`src/rtl/priority_encoder_rr.sv`:
```
// priority_encoder_rr
//  Captures request pulses into a sticky pending vector and hands out one
//  encoded index per accepted valid/ready transfer. Highest index wins by
//  default; defining PE_ROUND_ROBIN_EN replaces that with a descending
//  round-robin search that starts just below the last accepted index.
//  Reset is synchronous and active-low.
module priority_encoder_rr #(
    parameter int N = 8
) (
    input  logic                 clk,
    input  logic                 rst_n,
    input  logic                 en,
    input  logic [N-1:0]         req,
    input  logic                 y_ready,
    output logic [$clog2(N)-1:0] y,
    output logic [N-1:0]         y_onehot,
    output logic                 y_valid,
    output logic [N-1:0]         pending
);

    localparam int W = $clog2(N);

    typedef enum logic [0:0] {
        IDLE = 1'b0,
        HOLD = 1'b1
    } state_t;

    state_t         state_r;
    logic [W-1:0]   y_r;
    logic [N-1:0]   y_onehot_r;
    logic           y_valid_r;
    logic [N-1:0]   pending_r;

    logic           accept_s;
    logic [N-1:0]   clr_s;
    logic [N-1:0]   cand_s;
    logic           cand_any_s;
    logic [W-1:0]   sel_s;
    logic [N-1:0]   sel_onehot_s;

`ifdef PE_ROUND_ROBIN_EN
    logic [W-1:0]   rr_ptr_r;
    logic [W-1:0]   rr_ptr_next_s;

    // Descending search from start with wrap-around; first hit wins.
    function automatic logic [W-1:0] pick_rr(input logic [N-1:0] c, input logic [W-1:0] start);
        logic [W-1:0] r;
        logic         found;
        int           t;
        r     = {W{1'b0}};
        found = 1'b0;
        for (int i = 0; i < N; i++) begin
            t = int'(start) - i;
            if (t < 0) begin
                t = t + N;
            end else begin
                t = t;
            end
            if (!found && c[W'(t)]) begin
                r     = W'(t);
                found = 1'b1;
            end else begin
                r     = r;
            end
        end
        return r;
    endfunction
`else
    // Highest set index wins; later (higher) hits overwrite earlier ones.
    function automatic logic [W-1:0] pick_fixed(input logic [N-1:0] c);
        logic [W-1:0] r;
        r = {W{1'b0}};
        for (int i = 0; i < N; i++) begin
            if (c[W'(i)]) begin
                r = W'(i);
            end else begin
                r = r;
            end
        end
        return r;
    endfunction
`endif

    // Next pending vector, candidate set and the winning index for this edge.
    always_comb begin
        accept_s = y_valid_r & y_ready;
        if (accept_s) begin
            clr_s = y_onehot_r;
        end else begin
            clr_s = {N{1'b0}};
        end
        if (en) begin
            cand_s = (pending_r & ~clr_s) | req;
        end else begin
            cand_s = pending_r & ~clr_s;
        end
        cand_any_s = |cand_s;
`ifdef PE_ROUND_ROBIN_EN
        // The grant loaded on an accepting edge must already see the advanced pointer.
        if (accept_s) begin
            if (y_r == {W{1'b0}}) begin
                rr_ptr_next_s = W'(N - 1);
            end else begin
                rr_ptr_next_s = y_r - W'(1);
            end
        end else begin
            rr_ptr_next_s = rr_ptr_r;
        end
        sel_s = pick_rr(cand_s, rr_ptr_next_s);
`else
        sel_s = pick_fixed(cand_s);
`endif
        sel_onehot_s = {{(N-1){1'b0}}, 1'b1} << sel_s;
    end

`ifdef PE_ROUND_ROBIN_EN
    // Round-robin pointer: restarts at the top index after reset.
    always_ff @(posedge clk) begin
        if (!rst_n) begin
            rr_ptr_r <= W'(N - 1);
        end else begin
            rr_ptr_r <= rr_ptr_next_s;
        end
    end
`endif

    // Grant FSM: IDLE waits for a candidate, HOLD keeps the grant until accepted.
    always_ff @(posedge clk) begin
        if (!rst_n) begin
            state_r    <= IDLE;
            y_r        <= {W{1'b0}};
            y_onehot_r <= {N{1'b0}};
            y_valid_r  <= 1'b0;
            pending_r  <= {N{1'b0}};
        end else begin
            pending_r <= cand_s;
            case (state_r)
                IDLE: begin
                    if (en && cand_any_s) begin
                        y_r        <= sel_s;
                        y_onehot_r <= sel_onehot_s;
                        y_valid_r  <= 1'b1;
                        state_r    <= HOLD;
                    end else begin
                        y_onehot_r <= {N{1'b0}};
                        y_valid_r  <= 1'b0;
                        state_r    <= IDLE;
                    end
                end
                HOLD: begin
                    if (y_ready) begin
                        if (en && cand_any_s) begin
                            y_r        <= sel_s;
                            y_onehot_r <= sel_onehot_s;
                            y_valid_r  <= 1'b1;
                            state_r    <= HOLD;
                        end else begin
                            y_onehot_r <= {N{1'b0}};
                            y_valid_r  <= 1'b0;
                            state_r    <= IDLE;
                        end
                    end else begin
                        state_r <= HOLD;
                    end
                end
                default: begin
                    y_r        <= {W{1'b0}};
                    y_onehot_r <= {N{1'b0}};
                    y_valid_r  <= 1'b0;
                    state_r    <= IDLE;
                end
            endcase
        end
    end

    assign y        = y_r;
    assign y_onehot = y_onehot_r;
    assign y_valid  = y_valid_r;
    assign pending  = pending_r;

endmodule

```
`config.mk`:
```
export PLATFORM = sky130hd
export DESIGN_NAME = priority_encoder_rr
export DESIGN_NICKNAME = d
export VERILOG_FILES = /design/src/rtl/priority_encoder_rr.sv
export SDC_FILE = /design/constraint.sdc
export NUM_CORES = 1
export LEC_CHECK = 0
export CORE_MARGIN = 4
export CORE_UTILIZATION = 43
export CTS_BUF_LIST = sky130_fd_sc_hd__clkbuf_4 sky130_fd_sc_hd__clkbuf_8
export CTS_CLUSTER_DIAMETER = 100
export CTS_CLUSTER_SIZE = 40
export DETAILED_ROUTE_END_ITERATION = 10
export PLACE_DENSITY = 0.9
export SYNTH_ARGS = -nofsm -noshare
export SYNTH_HDL_FRONTEND = slang
export SYNTH_SLANG_ARGS = --single-unit
```
`constraint.sdc`:
```
create_clock -name clk -period 2 [get_ports clk]
set_input_delay 0.6 -clock clk [delete_from_list [all_inputs] [get_ports clk]]
set_output_delay 0.6 -clock clk [all_outputs]
set_load 0.05 [all_outputs]
```
* Word level (Yosys, flattened, before mapping)
Cells that the tools add are included.
** Word-level totals
- Register bits after elaboration :: 21
- Word-level logic and storage cells :: 30
- Output and inout port bits :: 20
** Cells by class
- Multiplexer cells :: 16
- Eq/ne operators :: 1
- Shifts and indexed selects :: 1
- Reduce and logical (&&, ||, !) cells :: 2
- Bitwise operators :: 5
** Operators by type and width (number)
- $mux 8 :: 4
- $pmux 8 s2 :: 1
- $mux 3 :: 4
- $and 8x8->8 :: 1
- $not 8->8 :: 1
- $or 8x8->8 :: 1
- $reduce_or 8->1 :: 1
- $shl 1x3->8 const A :: 1
- $pmux 3 s2 :: 1
- $mux 1 :: 4
- $pmux 1 s2 :: 2
- $ne 2x2->1 const B :: 1
- $and 1x1->1 :: 1
- $logic_and 1x1->1 :: 1
- $not 1->1 :: 1

* Depth between registers and ports, before layout
- Depth after elaboration :: 13
- Gate-level depth with buffers :: 4

* Worst setup path before layout
Ideal clock, no wire load.
- Kind :: in2reg
- Start :: input port req[6]
- End :: register y_r[0], in the netlist y[0]
- Arrival :: 1.621 ns
- Path buffers :: 0
- Data required time :: 1.912 ns
- Stages :: 4
- Setup slack :: 0.291 ns
- Cells stage by stage :: or4_4 > a21oi_4 > nand3_2 > o32ai_2
** Between the ends
- Longest elaborated chain between the ends :: 7
** RTL lines
- from (decl) :: RTL line 13 : input logic [N-1:0] req,
- $or 8x8->8 (*) :: RTL line 93 : cand_s = (pending_r & ~clr_s) | req;
- $mux 8 (*) :: RTL line 92 : if (en) begin
- $reduce_or 8->1 (*) :: RTL line 97 : cand_any_s = |cand_s;
- $logic_and 1x1->1 (*) :: RTL line 139, 152
- $mux 3 (*)
- $mux 3
- $pmux 3 s2 (*)
- to (signal assigned) :: RTL line 140 : y_r <= sel_s;
- to (signal assigned) :: RTL line 153 : y_r <= sel_s;
- to (signal assigned) :: RTL line 167 : y_r <= {W{1'b0}};
- to (decl) :: RTL line 29 : logic [W-1:0] y_r;
Every way passes the cells marked *; elsewhere a longest branch is shown, timed or not. The select of a mux whose other input is x is not followed.
A chain may end at the register's enable or synchronous reset.

* Worst setup path in the final report
Ends and elaborated chain as after synthesis.

==> flow_metrics.py <==
metrics = {
    "worst_setup_path": {
        "startpoint_type": "input port",
        "path_max_fanout": 3,
        "endpoint_kind": "register",
        "path_class": "input port to register",
        "critPathArrivalTime_ps": 2130,
        "critPathRequiredTime_ps": 2220,
    },
    "power_and_ir_drop": {
        "p_leak_nw": 0.455,
        "p_per_area_mw_per_mm2": 768,
        "ir_drop_mv": 0.568,
    },
    "synth": {
        "synth_area_um2": 764,
        "synth_area_leaders": "dfxtp_1 42%, nor2b_1 6.5%, and2_1 4.9%, buf_4 4.9%, a21oi_1 3.3%",
        "synth_area_per_cell_um2": 9.32,
        "netlist_instances": 82,
        "ys_seq_area_frac": 0.419,
        "netlist.area_leader.share": 0.419,
        "synth_cell_types": 33,
        "ys_seq_elements": 16,
        "ys_warn_count": 0,
        "yosys.area.top_type": "dfxtp_1",
    },
    "sta": {
        "fin_ws_ps": 84.9,
        "setup_violations": 0,
        "report.final.hold_viol_count": 0,
        "period_share": 0.958,
        "fin_skew_ps": 8.15,
        "timing.final.crit_period_ps": 1920,
        "fmax_mhz": 522,
        "slew_violations": 0,
        "grt_setup_unrepaired": "false",
    },
    "grt": {
        "grt_pass1_vias": 721,
        "antenna_found_initial": 0,
        "grt_usage": 0.170,
        "grt_max_degree": 12,
        "grt_overflow": 0,
        "grt_pass1_wl_um": 3320,
    },
    "clocking": {
        "cts_sinks": 16,
        "path_clk_slew_ps": 90,
        "post_cts_buffers": 0,
        "ctsResizeCount": 0,
        "h-tree-depth": 1,
        "clock_path_buffers": 2,
        "clk-insertion-delay-late_ps": 300,
        "cts_root_buf": "clkbuf_4",
        "numCtsBuffers": 3,
        "cts_tree": "built",
        "postCtsHoldBufs": 0,
    },
    "hold_path": {
        "worstHoldPathType": "register to register",
    },
    "detailed_routing": {
        "wire_per_inst_um": 14.5,
        "vias_per_cell": 5.19,
        "ant_nets": 0,
        "wl_um": 2030,
        "drtIter0Drc": 6,
        "drc": 0,
        "firstDrtPassIters": 4,
        "vias": 726,
    },
    "place": {
        "port_buffers": 26,
        "place_ws_ps": -206,
        "dpl.hpwl_um": 1570,
        "place.gp.congestion": 0.822,
        "placed_area_mm2": 0.00104,
    },
    "floorplanning": {
        "ios": 32,
        "coreArea_mm2": 0.00159,
        "dieWidth_um": 50.2,
        "die_area_mm2": 0.00252,
        "rows": 14,
        "die-height_um": 50.2,
        "start_util": 0.480,
    },
    "final_layout": {
        "antenna_cells": 0,
        "fin_area_mm2": 0.00108,
        "drive_gt1_frac": 0.276,
        "area_delta_synth_final_pct": 41.1,
        "num-nets-final": 129,
    },
    "job": {
        "drv_cap": 0,
    },
    "run_status": {
        "status": "finished, final reports clean",
    },
}
layer usage:
layer  vias to the layer above  part of all wire  GRT usage
met3                         3             0.043     0.0414
met4                         0             0.011     0.0737
met5                         -                 0          0
met1                       350              0.48      0.222
met2                        16              0.46      0.265
li1                        357                 -          -
layout make-up:
| cell class | count | area, µm² |
|---|---|---|
| multi-input cells | 61 | 405 |
| well taps | 24 | 30.0 |
| clock buffers | 4 | 36.3 |
| flip-flops and latches | 16 | 320 |
| repair buffers | 34 | 283 |
| fillers | 136 | 515 |
| inverters | 1 | 3.75 |
flip-flops by register name, indices dropped and copies added, names as in the netlist:
signal and flops:
pending 8, state_r 1, y 2, y_onehot 4
y_valid 1
path summary, 6_finish.rpt:
kind | end | slack [ps] | from | cells after the start
setup / recovery | y[0]$_SDFFE_PN0P_ | 80 | req[6] | 5
hold / removal | y[0]$_SDFFE_PN0P_ | 510 | y[0]$_SDFFE_PN0P_ | 2
setup reg to reg | y[0]$_SDFFE_PN0P_ | 460 | pending[6]$_SDFF_PN0_ | 4
hold reg to reg | y[0]$_SDFFE_PN0P_ | 510 | y[0]$_SDFFE_PN0P_ | 2
Yosys cell counts:
master,n
dfxtp_1,16
nor2b_1,8
and2_1,6
a21oi_1,5
buf_4,5
nand2_1,5
nand3_1,5
a22o_1,2
a22oi_1,2
and3_1,2
clkbuf_1,2
o21ai_0,2
o21ai_1,2
a211oi_1,1
a21oi_4,1
a22oi_4,1
a31oi_1,1
a32o_1,1
a32oi_1,1
buf_2,1
conb_1,1
inv_1,1
nand2b_1,1
nand3_2,1
nor2_1,1
nor3_1,1
o211a_1,1
o21a_1,1
o221ai_1,1
o32ai_2,1
o41ai_1,1
or4_1,1
or4_4,1
cells in the final DEF (no fill, tap or decap), types with 2 or more instances in the layout:
master / Yosys / layout
a22oi_1: 2 / 2
a22o_1: 2 / 2
and3_1: 2 / 2
clkbuf_4: 0 / 3
o21ai_1: 2 / 2
nor2b_1: 8 / 8
dfxtp_1: 16 / 16
clkdlybuf4s50_1: 0 / 11
and2_1: 6 / 6
nand2_1: 5 / 5
o21ai_0: 2 / 2
conb_1: 1 / 5
a21oi_1: 5 / 5
buf_4: 5 / 23
nand3_1: 5 / 5
logic make-up (layout without fill, tap and decap cells):
logic type	count (synthesis)	in the layout	share of synthesized area
other cells	1	5	0.00491
buf+inv	9	39	0.0704
simple gates	32	32	0.245
compound gates	24	24	0.260
flops	16	16	0.419
metrics by stage:
| stage | utilization | setup TNS (ps) | hold WS [ps] | instances | power (mW) |
|---|---|---|---|---|---|
| after global routing | 0.677 | 0 | 547 | 140 | 0.861 |
| final | 0.677 | 0 | 507 | 140 | 0.829 |
| after global placement | 0.654 | -841 | 493 | 136 | 0.604 |
| after CTS | 0.677 | 0 | 514 | 140 | 0.823 |
| after floorplan | - | 0 | 511 | 86 | 0.527 |
| after detailed placement | 0.654 | -1010 | 499 | 136 | 0.609 |
where the power goes:
group | switching, mW | leakage (nW) | internal (mW)
clock | 0.114 | 0.0210 | 0.111
sequential | 0.0166 | 0.132 | 0.340
combinational | 0.157 | 0.302 | 0.0909
total | 0.287 | 0.455 | 0.542
worst max-delay path: stages:
cell,delay (ps)
clkdlybuf4s50_1,420
or4_4,550
a21oi_4,190
nand3_2,110
o32ai_2,250
(Power assumes the default switching activity.)
